$ cat config.mk
export PLATFORM = sky130hd
export DESIGN_NAME = serial_subtractor
export DESIGN_NICKNAME = d
export VERILOG_FILES = /design/src/rtl/serial_sub_pkg.sv /design/src/rtl/fullsubtractor.sv /design/src/rtl/serial_subtractor.sv
export SDC_FILE = /design/constraint.sdc
export NUM_CORES = 1
export LEC_CHECK = 0
export CAP_MARGIN = 40
export CORE_MARGIN = 2
export CORE_UTILIZATION = 46
export CTS_CLUSTER_DIAMETER = 60
export DETAILED_ROUTE_END_ITERATION = 8
export HOLD_SLACK_MARGIN = 0.1
export PLACE_DENSITY = 0.74
export SLEW_MARGIN = 10
export SYNTH_ARGS = -nofsm -noshare
export SYNTH_HDL_FRONTEND = slang
export SYNTH_SLANG_ARGS = --single-unit
$ cat constraint.sdc
create_clock -name clk -period 1.69 [get_ports clk]
set_clock_uncertainty 0.15 [all_clocks]
set_input_delay 0.169 -clock clk [delete_from_list [all_inputs] [get_ports clk]]
set_output_delay 0.169 -clock clk [all_outputs]
set_load 0.02 [all_outputs]
$ cat src/rtl/serial_sub_pkg.sv
// Shared types and constants for the bit-serial subtractor.
package serial_sub_pkg;

  localparam int unsigned DefaultWidth = 8;

  typedef enum logic [1:0] {
    IDLE = 2'd0,
    RUN  = 2'd1,
    DONE = 2'd2
  } stateT;

  // Bit-counter width; clamped to 1 so a degenerate width still yields a legal vector.
  function automatic int unsigned cntWidth(input int unsigned w);
    return (w < 2) ? 1 : $clog2(w);
  endfunction

  localparam int unsigned DefaultCntWidth = cntWidth(DefaultWidth);

endpackage

$ cat src/rtl/fullsubtractor.sv
// One-bit full-subtractor cell: d = a - b - bin, bo = borrow out.
module fullsubtractor (
  input  logic a,
  input  logic b,
  input  logic bin,
  output logic d,
  output logic bo
);

  assign d  = a ^ b ^ bin;
  assign bo = (~a & b) | (~a & bin) | (b & bin);

endmodule

$ cat src/rtl/serial_subtractor.sv
// Bit-serial subtractor: DIFF = A - B - bin, one bit per clock, LSB first,
// with a start/busy/done handshake and results held until the next run completes.
module serial_subtractor
  import serial_sub_pkg::*;
#(
  parameter int unsigned WIDTH = DefaultWidth
) (
  input  logic             clk,
  input  logic             rst,
  input  logic             start,
  input  logic [WIDTH-1:0] a,
  input  logic [WIDTH-1:0] b,
  input  logic             bin,
  output logic             busy,
  output logic             done,
  output logic [WIDTH-1:0] diff,
  output logic             bout,
  output logic             zero,
  output logic             ovf
);

  localparam int unsigned CntW = cntWidth(WIDTH);
  localparam logic [CntW-1:0] LastCnt = CntW'(WIDTH - 1);

  stateT            state;
  stateT            stateNext;
  logic [CntW-1:0]  cnt;
  logic             br;
  logic [WIDTH-1:0] aSh;
  logic [WIDTH-1:0] bSh;
  logic [WIDTH-1:0] resSh;
  logic [WIDTH-1:0] resNext;
  logic             aMsb;
  logic             bMsb;
  logic             cellD;
  logic             cellBo;
  logic             accept;
  logic             lastBit;

  fullsubtractor uCell (
    .a   (aSh[0]),
    .b   (bSh[0]),
    .bin (br),
    .d   (cellD),
    .bo  (cellBo)
  );

  assign resNext = {cellD, resSh[WIDTH-1:1]};

  // Next-state logic; start is only honoured in IDLE and DONE.
  always_comb begin
    stateNext = state;
    accept    = 1'b0;
    lastBit   = 1'b0;
    case (state)
      IDLE: begin
        if (start) begin
          accept    = 1'b1;
          stateNext = RUN;
        end
      end
      RUN: begin
        if (cnt == LastCnt) begin
          lastBit   = 1'b1;
          stateNext = DONE;
        end
      end
      DONE: begin
        if (start) begin
          accept    = 1'b1;
          stateNext = RUN;
        end else begin
          stateNext = IDLE;
        end
      end
      default: stateNext = IDLE;
    endcase
  end

  always_ff @(posedge clk or posedge rst) begin
    if (rst) state <= IDLE;
    else     state <= stateNext;
  end

  // Operand shifters, borrow register and bit counter.
  always_ff @(posedge clk or posedge rst) begin
    if (rst) begin
      aSh   <= '0;
      bSh   <= '0;
      resSh <= '0;
      br    <= 1'b0;
      cnt   <= '0;
      aMsb  <= 1'b0;
      bMsb  <= 1'b0;
    end else if (accept) begin
      aSh   <= a;
      bSh   <= b;
      resSh <= '0;
      br    <= bin;
      cnt   <= '0;
      aMsb  <= a[WIDTH-1];
      bMsb  <= b[WIDTH-1];
    end else if (state == RUN) begin
      aSh   <= aSh >> 1;
      bSh   <= bSh >> 1;
      resSh <= resNext;
      br    <= cellBo;
      cnt   <= cnt + CntW'(1);
    end
  end

  // Registered handshake and result outputs; results captured on the final bit.
  always_ff @(posedge clk or posedge rst) begin
    if (rst) begin
      busy <= 1'b0;
      done <= 1'b0;
      diff <= '0;
      bout <= 1'b0;
      zero <= 1'b0;
      ovf  <= 1'b0;
    end else begin
      busy <= (stateNext == RUN);
      done <= (stateNext == DONE);
      if (lastBit) begin
        diff <= resNext;
        bout <= cellBo;
        zero <= (resNext == '0);
        ovf  <= (aMsb != bMsb) && (cellD != aMsb);
      end
    end
  end

endmodule

# Word-level counts from Yosys, hierarchy flattened
# Cells that the tools add are included.
# Widths: inputs -> output; s select.
# word_totals
reg_bits	45
input_bits	20
output_inout_bits	13
wordCells	53
# op_classes
n_addsub	1
eq_ne	7
mux	18
bitwise_logic	8
n_reduce_logical	5
# op_table
operator	count
$mux 8	6
$logic_not 8->1	1
$mux 1	7
$mux 3	2
$pmux 2 s3	1
$eq 2x1->1 const B	2
$eq 2x2->1 const B	2
$mux 2	2
$add 3x1->3 const B	1
$and 1x1->1	3
$eq 3x3->1 const B	1
$logic_not 2->1	1
$ne 1x1->1	2
$or 1x1->1	2
$reduce_bool 2->1	1
$reduce_or 2->1	1
$xor 1x1->1	2
$logic_and 1x1->1	1
$not 1->1	1

# Logic depth before layout (Yosys ltp)
# Gate-level depths: netlist (run 1).
# logic_depth
depth_word	6
mapped_depth	6

# By module
# From an unflattened synthesis (run 1), not the netlist that was laid out.
# unflattened
hier_cells	130
hier_area_um2	1846.8
# by_module_without_submodules
mod	instances	cells_each	area_per_inst_um2	seq_area_each_um2
serial_subtractor	1	127	1819.2	1101.1
fullsubtractor	1	3	27.5	0.0

# Worst setup path after synthesis (run 1)
# No wires, ideal clock.
# synth_path
path_kind	register -> register
from	register cnt[0]
to	register diff[0]
setup_ps	125
arrival_time_ps	1451
required_time_ps	1415
slack_ps	-36
stages_incl_launch_ff	6
path_buffers	1
path_cell_list	dfrtp_1 ha_1 ha_1 nand3b_2 buf_2 mux2_2
# synth_between
elab_chain_len	3
# synth_rtl
item	line_no	rtl
start, declared	serial_subtractor.sv:27	logic [CntW-1:0] cnt;
start signal, assigned	serial_subtractor.sv:108	cnt <= cnt + CntW'(1);
$eq 3x3->1	serial_subtractor.sv:63	if (cnt == LastCnt) begin
$mux 1	serial_subtractor.sv:63	
$mux 1	serial_subtractor.sv:55	case (state)
end signal, assigned	serial_subtractor.sv:125	diff <= resNext;
end, declared	serial_subtractor.sv:16	output logic [WIDTH-1:0] diff,
# Every way passes these cells.
# A chain may end at the register's enable or synchronous reset.

# Worst setup path in the final report (run 1)
# layout_path
from	register cnt[0]
to	register diff[5]
# Same word-level chain as after synthesis.

==> run summary, run 1 <==
For the number of warnings printed during yosys synthesis, the log shows 0. Counting buffers and inverters, the worst setup path is 4 cells deep. The cell count after synthesis was 133. In the routed design, unresolved DRC markers number 0. Once routing completed, OpenROAD measured the worst setup slack at 0.0808 ns. The number of global-route vias before repair was 1222. Peak per-stage delay on the critical path: 0.40 ns. Among all stages on the critical path, the largest delay is contributed by dfrtp_1.

At the pin with the least slew margin, the transition time is 0.520 ns. Static timing analysis puts the maximum clock frequency at 621 MHz. In this run, placement finished with an instance count of 213. The sum of buffers and inverters on the critical path came out at 0. The global routing stage identified its most utilized layer as met2. Buffers inserted during clock tree synthesis total 5. The signal on the critical path passes through ha_1 -> ha_1 -> nand3b_4 -> mux2_2. The power consumption came out at 0.00449 W.

The clock-pin slew on the worst setup and hold paths was 0.08 ns; the insertion delay to the later sink of the worst-skew pair was 0.29 ns. The tools report the overall fraction of global-route tracks in use as 17.0%. Counting the fill cells in the layout gives 308. The chip width is 66.7 µm, and the last weighted congestion value of the routability-driven placer is 0.796. The most critical setup path has its startpoint at cnt[0]. Leaving out fill and tap cells, the most frequent cell in the layout is dfrtp_1. In the final routed layout, each cell accounts on average for 15.2 µm. Once the clock tree was built, the setup fixing pass inserted 0 buffers.

Yosys attributes the largest share of cell area to dfrtp_1 61%, a22o_1 11%, mux2_2 6.8%, a21o_1 5.0%, ha_1 1.4%. The die is 66.7 µm tall. The clock passes through at most 2 buffers.

The total number of nets in the final design is 196, and the combined area of all synthesized cells is 1810 µm². Data on the critical path is required at its endpoint by 1.72 ns. The maximum fanout count along the critical path was 11; the starting utilization of the core area was 48.7%.

The worst register-to-register path begins at cnt[0]. Once detailed placement completed, the half-perimeter wirelength came to 2230 µm. For this run, the register share of the synthesized area comes to 60.8%. The worst path uses 95.2% of the clock period. The logs give 0.000765 V for the peak supply drop and 55 for the initial DRC count. Setup violations remaining at the end of the flow were counted as 0. Setup repair after global routing left no endpoint under its margin. The cell leakage power is 1.15 nW. The run finished with clean final reports. The post-route netlist has 20.1% of its cells at a drive strength greater than 1. The H-tree generated during clock tree synthesis spans 2 levels. For the final global-route overflow total, the log shows 0.

The tools report the floorplan die area as 4450 µm². The net count of the mapped netlist was 156. The number of antenna diodes in the final layout is 0.

The routed wire length came out at 3370 µm. Total iterations of the first detailed-routing run: 4. TritonCTS built the clock tree.

The floorplan has 22 rows. The tightest hold path in the finished design has a slack of 0.0900 ns. The worst hold path belongs to the class input pin to async pin. The tools report the hold-fix buffer count after cts as 0. For the count of final max-slew check failures, the log shows 0. Once detail routing completed, the nets flagged for antenna violations numbered 0.

The reported max-cap violation count is 0, and the final hold violation count is 0. For this run, global-route usage on met2 was measured as 26.5%. Number of input and output port buffers inserted: 32.

In the layout the commonest cells are 44 x dfrtp_1, 32 x clkdlybuf4s50_1, 23 x a22o_1. The clock net in this run drives a total of 44 sinks. In this run the count of I/O pins placed on the die edge is 33.

Cell at the root of the clock tree: clkbuf_8. The family with the most delay on the worst path was adder cells. After floorplanning, the core was sized to cover 3720 µm².

The number of antenna violations at the first check in global routing came out at 0. Path depth of the worst reg2reg path: 4. The sum of negative setup slack is 0 ns. In this design, the critical path's most frequently occurring cell is ha_1.

At the worst endpoint, the arrival time is 1.64 ns. The tools report the post-route non-filler standard cell count as 222. STA classifies the critical path endpoint as a flop.

For this run, global-route usage on met3 was measured as 3.72%. Register bit count reported by yosys: 44. The worst setup path is launched from a flop.

The mean area per synthesized cell works out to 13.6 µm². The cell type with the largest total area after synthesis was dfrtp_1. The final route contains 1196 vias.

The area share of the leading cell type in the synthesized netlist came out at 60.8%. The first global-routing pass estimated 5600 µm of wire. The areal power density over the cells was 1920 nW/µm²; the number of distinct library cells after synthesis was 25. Entering global routing, the biggest net connects 45 pins. The minimum period implied by the final worst setup slack works out to 1.61 ns. The area growth from synthesis to layout is 29.4%, and the met1 usage in global routing is 23.1%. In this run the tightest slew margin relative to its limit is 65.3%.

The detail-routed via count per cell is 5.39. At the placement stage, the worst setup path has a slack of -0.0930 ns. The start-to-end type of the worst setup path was flop to flop.
[worst paths after layout]
path | slack, ns | endpoint
max reg2reg | 0.08 | diff[5]
max in group asynchronous | 1.09 | aSh[7]
min | 0.09 | resSh[1]
min reg2reg | 0.33 | aSh[5]
min in group clk | 0.30 | bSh[1]
max | 0.08 | diff[5]
[per-stage QoR]
step / instance area [µm²] / utilization [%]
floorplan: 1810 / -
global placement: 2230 / 60.0
detailed placement: 2230 / 60.0
CTS: 2330 / 62.6
global route: 2340 / 63.1
finish: 2340 / 63.1
[cells by family after synthesis]
logic type / after synthesis / share of synthesized area [%]
AO/OA/AOI/OAI: 44 / 19.4
flip-flops: 44 / 60.8
AND/OR/NAND/NOR: 16 / 5.25
buffers and inverters: 14 / 4.63
multiplexers: 12 / 7.39
adder cells (fa/ha/maj): 3 / 2.49
[synth_stat cells (all sizes together)]
| cell type | number |
|---|---|
| dfrtp | 44 |
| a22o | 23 |
| a21o | 12 |
| mux2 | 11 |
| buf | 9 |
| inv | 5 |
| nand2 | 5 |
| o21ai | 4 |
| nor2 | 3 |
| a221o | 2 |
| ha | 2 |
| nor4 | 2 |
| o21bai | 2 |
| a21oi | 1 |
| and2b | 1 |
| and3b | 1 |
| fa | 1 |
| mux2i | 1 |
| nand2b | 1 |
| nand3b | 1 |
| nor2b | 1 |
| nor3 | 1 |
[flip-flops by register name, summed over array words and instances (netlist names), 2 cells and up]
signal and flops:
state 2, resSh 7, bSh 8, cnt 3, diff 8, aSh 8
[layout make-up]
| type | instances | area (µm²) | share of cell area [%] |
|---|---|---|---|
| Clock inverter | 3 | 18.8 | 0.801 |
| Sequential cell | 44 | 1100 | 47.0 |
| Inverter | 5 | 18.8 | 0.801 |
| Multi-Input combinational cell | 76 | 651 | 27.8 |
| Timing Repair Buffer | 41 | 425 | 18.2 |
| Tap cell | 48 | 60.1 | 2.56 |
| Clock buffer | 5 | 68.8 | 2.94 |
[power breakdown]
group,internal (W),switching (W)
registers,0.00153,0.000304
clock network,0.000288,0.000348
logic,0.00109,0.000935
[routing by layer]
layer  up-vias  share of wire [%]
li1        563                  -
met1       598                 46
met2        28                 47
met3         7                4.2
met4         0                1.9
met5         -                  0
[worst register-to-register path, cell delays in order, from the launching register on]
cell,delay [ns]
dfrtp_1,0.40
ha_1,0.21
ha_1,0.22
nand3b_4,0.17
mux2_2,0.36
[timing repair]
action	4_1_cts	5_1_grt
gates cloned	0	1
setup endpoints to repair	9	3
pin swaps	1	2
resized for setup	1	4
Power figures use the tool's default switching activity.
==> inputs of run 2 (changes only) <==
- clock period: 1.69 -> 1.3 ns (I/O delays scaled with it)
==> run 2 against run 1 <==
  * The flow now finishes with violations (setup timing)
  * Sequential cell count stayed put
  * Via count is 17% higher
  * Worst setup slack worse by 0.41 ns
  * Critical path depth is 1 higher
  * Clock power is 130% higher
  * Cell area is 23% higher
  * Register-to-register slack worse by 0.41 ns
  * Hold slack better by 0.18 ns
==> run summary, run 2 (synthesis results as in run 1) <==
The detail-routed via count per cell is 5.54 (+2.8%). Layout cell share with drive strength beyond 1: 41.2% (+21 points). The residual DRC count is 0 (unchanged). The library cells used most frequently in the layout, excluding fill and tap cells, are 44 x dfrtp_1, 23 x a22o_1, 19 x clkdlybuf4s50_1. The logs give 2450 µm (+10%) for the post-DP HPWL and 0.717 (-9.9%) for the last weighted congestion value of the routability-driven placer. The worst register-to-register path begins at br. The level count of the clock H-tree is 2 (unchanged). The sum of buffers and inverters on the critical path was 1 (+1). The start-to-end type of the worst setup path was flop to flop.

The family with the most delay on the worst path was adder cells. The run gives 5 (unchanged) as the number of buffers added by the clock tree synthesis step. Setup repair after global routing could not meet its margin everywhere. Average routed wire per standard cell: 19.3 µm (+27%). For the final global-route overflow total, the log shows 0 (unchanged). The flow ran to the end, but the final reports show violations.

The number of input and output port buffers inserted was 32 (unchanged); the required time at the endpoint of the critical path was 1.38 ns (-0.34 ns). The worst-case register-to-register setup slack came out at -0.33 ns (-0.41 ns). Critical path launch point: br. The run gives -0.357 ns (-0.264 ns) as the pre-CTS setup slack. Count of standard-cell rows: 22 (unchanged).

The run gives 1396 (+17%) as the total via count in the routed design. For the power consumption, the log shows 0.00820 W (+83%). STA classifies the critical path endpoint as a flop. The signal on the critical path passes through inv_2 -> fa_2 -> and3b_1 -> a21oi_2 -> o21ai_1. The wire length of the first global-routing pass came out at 7930 µm (+42%). The areal power density over the cells is 2850 nW/µm² (+49%), and the chip width is 66.7 µm (unchanged).

The final reports fail on setup timing. The cell leakage power came out at 1.45 nW (+26%). The logs give 48.7% (unchanged) for the starting utilization of the core area and 0 (unchanged) for the antenna diode count.

Path length in cells of the critical path: 5 (+1). For the maximum clock insertion buffer count, the log shows 2 (unchanged). The logs give 1100 µm² (unchanged) for the area occupied by registers and 33 (unchanged) for the number of placed I/O pins.

Area of the multi-input gates: 758 µm² (+17%). The vertical die dimension came out at 66.7 µm (unchanged). The type of origin of the critical path is a flop. The final instance area came out at 2870 µm² (+23%).

The tools report the maximum clock frequency as 612 MHz (-1.5%). The run gives 77.3% (+14 points) as the final standard cell utilization of the core. The area growth from synthesis to layout works out to 58.7%. The overall fraction of global-route tracks in use was 25.2% (+8.2 points). Insertion delay to the later sink of the worst-skew pair: 0.30 ns (about the same). The maximum fanout count along the critical path works out to 5 (-6). Number of clock sinks: 44 (unchanged).

Leaving out fill and tap cells, the most frequent cell in the layout is dfrtp_1. For the post-place instance area, the log shows 2370 µm² (+6.2%). The total iterations of the first detailed-routing run was 4 (unchanged); the number of global-route vias before repair was 1450 (+19%). The largest registers in the layout are aSh (8), bSh (8), diff (8). The remaining max-slew budget at the tightest pin was 81.8% (+17 points). The logs give 0 (unchanged) for the remaining antenna violation count and 4860 µm (+44%) for the routed wire length. The minimum period implied by the final worst setup slack came out at 1.63 ns (+0.0239 ns). The peak supply drop came out at 0.00138 V (+81%). The clock-pin slew on the worst setup and hold paths came out at 0.09 ns (about the same). The launch point of the worst hold path was b[1]. The worst-margin pin slew was 0.270 ns (-0.250 ns). The endpoint identified for the worst register-to-register timing path is ovf. The largest net degree at the start of global routing was 45 (unchanged); the final worst slack was -0.333 ns (-0.414 ns).

For the reported max-cap violation count, the log shows 0 (unchanged). Count of final max-slew check failures: 0 (unchanged). The arrival time at the worst endpoint came out at 1.71 ns (+0.07 ns). The number of antenna violations at the first check in global routing was 0 (unchanged); the floorplan die area was 4450 µm² (unchanged).

Total number of nets in the final design: 226 (+15%). Final hold violation count: 0 (unchanged). The min-delay analysis places its worst path in the category input pin to flop. The run gives 207 (-33%) as the fill cell instance count of the final layout. The peak per-stage delay on the critical path came out at 0.60 ns (+0.20 ns). TritonCTS built the clock tree.

The final number of setup-violating endpoints was 42 (+42); the path depth of the worst reg2reg path was 5 (+1). The final cycle utilization of the critical path was 126% (+30 points). For the area inside the core boundary, the log shows 3720 µm² (unchanged). Among all stages on the critical path, the largest delay is contributed by fa_2. The tools report the initial DRC count as 141 (+160%). The cell at the root of the clock tree was clkbuf_8. The most critical setup path has its endpoint at ovf.
==> run 2: changes by cell type in the layout (fill, tap and decap cells not counted), sizes merged <==
| cell | before | now |
|---|---|---|
| buf | 9 | 38 |
| clkdlybuf4s50 | 32 | 19 |
| clkbuf | 5 | 13 |
| clkdlybuf4s15 | 0 | 4 |
| bufinv | 0 | 3 |
| clkinv | 3 | 0 |
| clkinvlp | 0 | 1 |
| dlygate4sd2 | 0 | 1 |
| dlygate4sd3 | 0 | 1 |
| inv | 5 | 4 |
| nand3b | 1 | 2 |
| nor2 | 4 | 3 |
==> run 2: tightest hold or removal path, cell delays in order <==
cell and delay, ns:
clkdlybuf4s50_1 0.43, nand2_2 0.08, o21ai_2 0.05
==> run 2: metrics by stage <==
| step | setup TNS [ns] | hold slack, ns | std cells |
|---|---|---|---|
| floorplan | -2.99 | -0.0158 | 133 |
| global placement | -10.36 | 0.309 | 222 |
| detailed placement | -10.65 | 0.316 | 222 |
| CTS | -7.70 | 0.223 | 256 |
| global route | -9.21 | 0.281 | 252 |
| finish | -7.81 | 0.268 | 252 |
==> run 2: layer usage <==
metal | GRT usage, % | up-vias | wire length, µm
li1 | - | 630 | -
met1 | 37.3 | 719 | 2280
met2 | 36.1 | 41 | 2270
met3 | 5.07 | 6 | 222
met4 | 10.5 | 0 | 90
met5 | 0 | - | 0
==> run 2: how the worst min path moves through the flow <==
| stage | end | depth (start not counted) |
|---|---|---|
| after floorplan | aMsb | 1 |
| after global placement | aSh[3] | 1 |
| after detailed placement | bSh[5] | 1 |
| after CTS | bSh[1] | 3 |
| after global routing | bSh[1] | 3 |
| final | bSh[1] | 3 |
==> run 2: report_power, final <==
part | internal, W | switching, W
combinational | 0.00252 | 0.00175
sequential | 0.00199 | 0.000490
clock | 0.000961 | 0.000487
total | 0.00547 | 0.00273
==> run 2: final cells by class <==
cell class / count / area share (%)
Multi-Input combinational cell: 76 / 26.4
Clock buffer: 5 / 2.39
Inverter: 5 / 0.784
Timing Repair Buffer: 71 / 26.9
Sequential cell: 44 / 38.3
Tap cell: 48 / 2.09
Clock inverter: 3 / 3.13
==> run 2: what timing repair did <==
action,in CTS,in global routing
pin swaps,12,13
gates resized for setup,56,26
setup endpoints to repair,53,55
hold endpoints to repair,28,0
gates cloned,5,0
buffers inserted,21,2
hold buffers,1,0
==> inputs of run 3 (changes only) <==
==> constraint.sdc (replaced) <==
create_clock -name clk -period 1.3 [get_ports clk]
set_clock_uncertainty 0.15 [all_clocks]
set_input_delay 0.26 -clock clk [delete_from_list [all_inputs] [get_ports clk]]
set_output_delay 0.26 -clock clk [all_outputs]
set_load 0.02 [all_outputs]
==> run 3 against run 2 <==
  * The run still ends with setup timing left
  * Combinational power fell by 15%
  * Die area unchanged
  * Largest power group unchanged
  * Global-route usage shrank 3.9 points
  * Clock power decreased by 29%
  * Critical path type unchanged
  * First-iteration DRC count fell by 62%
  * Critical endpoint unchanged
  * Via count decreased by 4.1%
==> run summary, run 3 (synthesis results as in run 1) <==
For the total number of nets in the final design, the log shows 222 (-1.8%). CTS placed an instance of clkbuf_8 at the clock tree root. The detail-routed via count per cell is 5.40 (-2.5%), and the maximum clock frequency is 612 MHz (about the same). STA classifies the critical path endpoint as a flop.

The slowest cell on the critical path was fa_2. Number of buffers added by the clock tree synthesis step: 5 (unchanged). In the final layout, the registers with the most flip-flops are aSh (8), bSh (8), diff (8).

The count of final max-slew check failures is 0 (unchanged), and the count of standard-cell rows is 22 (unchanged). The initial DRC count is 53 (-62%). Setup repair after global routing could not meet its margin everywhere. The starting utilization of the core area is 48.7% (unchanged), and the peak per-stage delay on the critical path is 0.64 ns (+0.04 ns). The area growth from synthesis to layout is 46.1%.

The final cycle utilization of the critical path works out to 126% (about the same). The tightest min-delay check is of the input pin to async pin type. The floorplan die area was 4450 µm² (unchanged). TritonCTS built the clock tree.

The tools report the sum of negative setup slack as -6.62 ns (+1.19 ns). The logs give 3720 µm² (unchanged) for the area inside the core boundary and 4 (unchanged) for the total iterations of the first detailed-routing run. Total via count in the routed design: 1339 (-4.1%). The critical path in this run is classified as flop to flop. The checks that failed: setup timing. The cell leakage power was 1.37 nW (-5.6%); the hold-fix buffer count after cts was 0 (-1). The chip width was 66.7 µm (unchanged).

The areal power density over the cells was 2690 nW/µm² (-5.8%). The antenna diode count is 0 (unchanged), and the final hold violation count is 0 (unchanged). The run gives 1.71 ns (about the same) as the arrival time at the worst endpoint.

The layout cell share with drive strength beyond 1 is 42.5% (+1.3 points), and the final number of setup-violating endpoints is 42 (unchanged). The number of input and output port buffers inserted works out to 32 (unchanged). The flow ran to the end, but the final reports show violations. The tools report the number of global-route vias before repair as 1402 (-3.3%).

The worst setup path is launched from a flop. Power consumption: 0.00711 W (-13%). The insertion delay to the later sink of the worst-skew pair came out at 0.29 ns (about the same).

Level count of the clock H-tree: 2 (unchanged). The clock-pin slew on the worst setup and hold paths is 0.08 ns (about the same). Leaving out fill and tap cells, the most frequent cells in the layout are 44 x dfrtp_1, 23 x a22o_1, 20 x buf_4. The minimum period implied by the final worst setup slack is 1.63 ns (+0.000868 ns). The tools report the residual DRC count as 0 (unchanged). The most common cell after layout, fill and taps aside was dfrtp_1. The startpoint identified for the worst register-to-register timing path is aSh[0]. The endpoint of the worst-slack reg-to-reg timing path was ovf. For the maximum clock insertion buffer count, the log shows 2 (unchanged). The number of placed I/O pins was 33 (unchanged). The worst-margin pin slew was 0.300 ns (+0.0294 ns). The final global-route overflow total was 0 (unchanged). The tools report the final worst slack as -0.334 ns (-0.000868 ns). The logs give 0 (unchanged) for the reported max-cap violation count and 0.00126 V (-9.3%) for the peak supply drop. The tools report the overall fraction of global-route tracks in use as 21.4% (-3.9 points).

The maximum fanout count along the critical path is 4 (-1). The critical path goes through fa_2 -> and3b_1 -> a21oi_2 -> o21ai_1. The logs give 6930 µm (-13%) for the wire length of the first global-routing pass and 0.745 (+3.8%) for the last weighted congestion value of the routability-driven placer. The vertical die dimension was 66.7 µm (unchanged); the number of antenna violations at the first check in global routing was 0 (unchanged). The worst-case register-to-register setup slack was -0.33 ns (about the same); the average routed wire per standard cell was 17.2 µm (-11%).

The largest net degree at the start of global routing is 45 (unchanged). The required time at the endpoint of the critical path is 1.38 ns (about the same), and the routed wire length is 4260 µm (-12%). The remaining max-slew budget at the tightest pin came out at 80.0% (-1.8 points). The path depth of the worst reg2reg path works out to 4 (-1). The remaining antenna violation count is 0 (unchanged), and the post-DP HPWL is 2490 µm (+1.7%). Number of clock sinks: 44 (unchanged).
==> run 3: cell count changes in the layout (fill, tap and decap cells not counted), sizes merged <==
cell	previous run	this run
buf	38	47
clkbuf	13	7
clkdlybuf4s15	4	0
bufinv	3	1
clkdlybuf4s50	19	18
clkinv	0	1
dlygate4sd3	1	0
==> run 3: final cells by class <==
cell class	count	area, µm²
multi-input cells	76	768
fillers	244	1070
clock inverters	2	35.0
repair buffers	67	586
well taps	48	60.1
inverters	5	22.5
flip-flops and latches	44	1100
clock buffers	6	72.6
==> run 3: report_power, final <==
part / internal (W) / leakage (nW) / switching, W
Combinational: 0.00206 / 0.766 / 0.00158
Sequential: 0.00199 / 0.552 / 0.000443
Clock: 0.000570 / 0.0552 / 0.000456
==> run 3: worst max-delay path: cells and delay by family, from the launching register on <==
| kind | cells | cell delay [ns] |
|---|---|---|
| flops | 1 | 0.41 |
| simple gates | 1 | 0.21 |
| compound gates | 2 | 0.17 |
| fa+ha+maj | 1 | 0.64 |
==> run 3: metrics by stage <==
stage	setup WS (ns)	hold slack, ns	cells	utilization [%]	cell area (µm²)
after floorplan	-0.226	0.114	133	-	1890
after global placement	-0.445	0.310	226	63.5	2360
after detailed placement	-0.462	0.317	226	63.5	2360
after CTS	-0.295	0.224	245	69.8	2590
after global routing	-0.374	0.226	248	71.2	2650
final	-0.334	0.213	248	71.2	2650
==> run 3: timing repair <==
| action | CTS | global route |
|---|---|---|
| resized for setup | 81 | 10 |
| buffers inserted | 6 | 5 |
| setup endpoints to repair | 55 | 44 |
| pin swaps | 14 | 8 |
| cloned | 5 | 0 |
==> run 3: worst max-delay path by stage <==
stage          slack [ns]   start       to
4_1_cts             -0.29  aSh[0]      ovf
2_1_floorplan       -0.23  cnt[1]  diff[0]
6_report            -0.33  aSh[0]      ovf
3_5_place_dp        -0.46   start     bMsb
3_3_place_gp        -0.45   start     bMsb
5_1_grt             -0.37  aSh[0]      ovf
==> run 3: layer usage <==
| layer | vias up | share of wire [%] | GRT usage (%) |
|---|---|---|---|
| li1 | 617 | - | - |
| met1 | 678 | 46 | 28.2 |
| met2 | 40 | 48 | 34.6 |
| met3 | 4 | 5.5 | 5.74 |
| met4 | 0 | 0.99 | 6.12 |
| met5 | - | 0 | 0 |
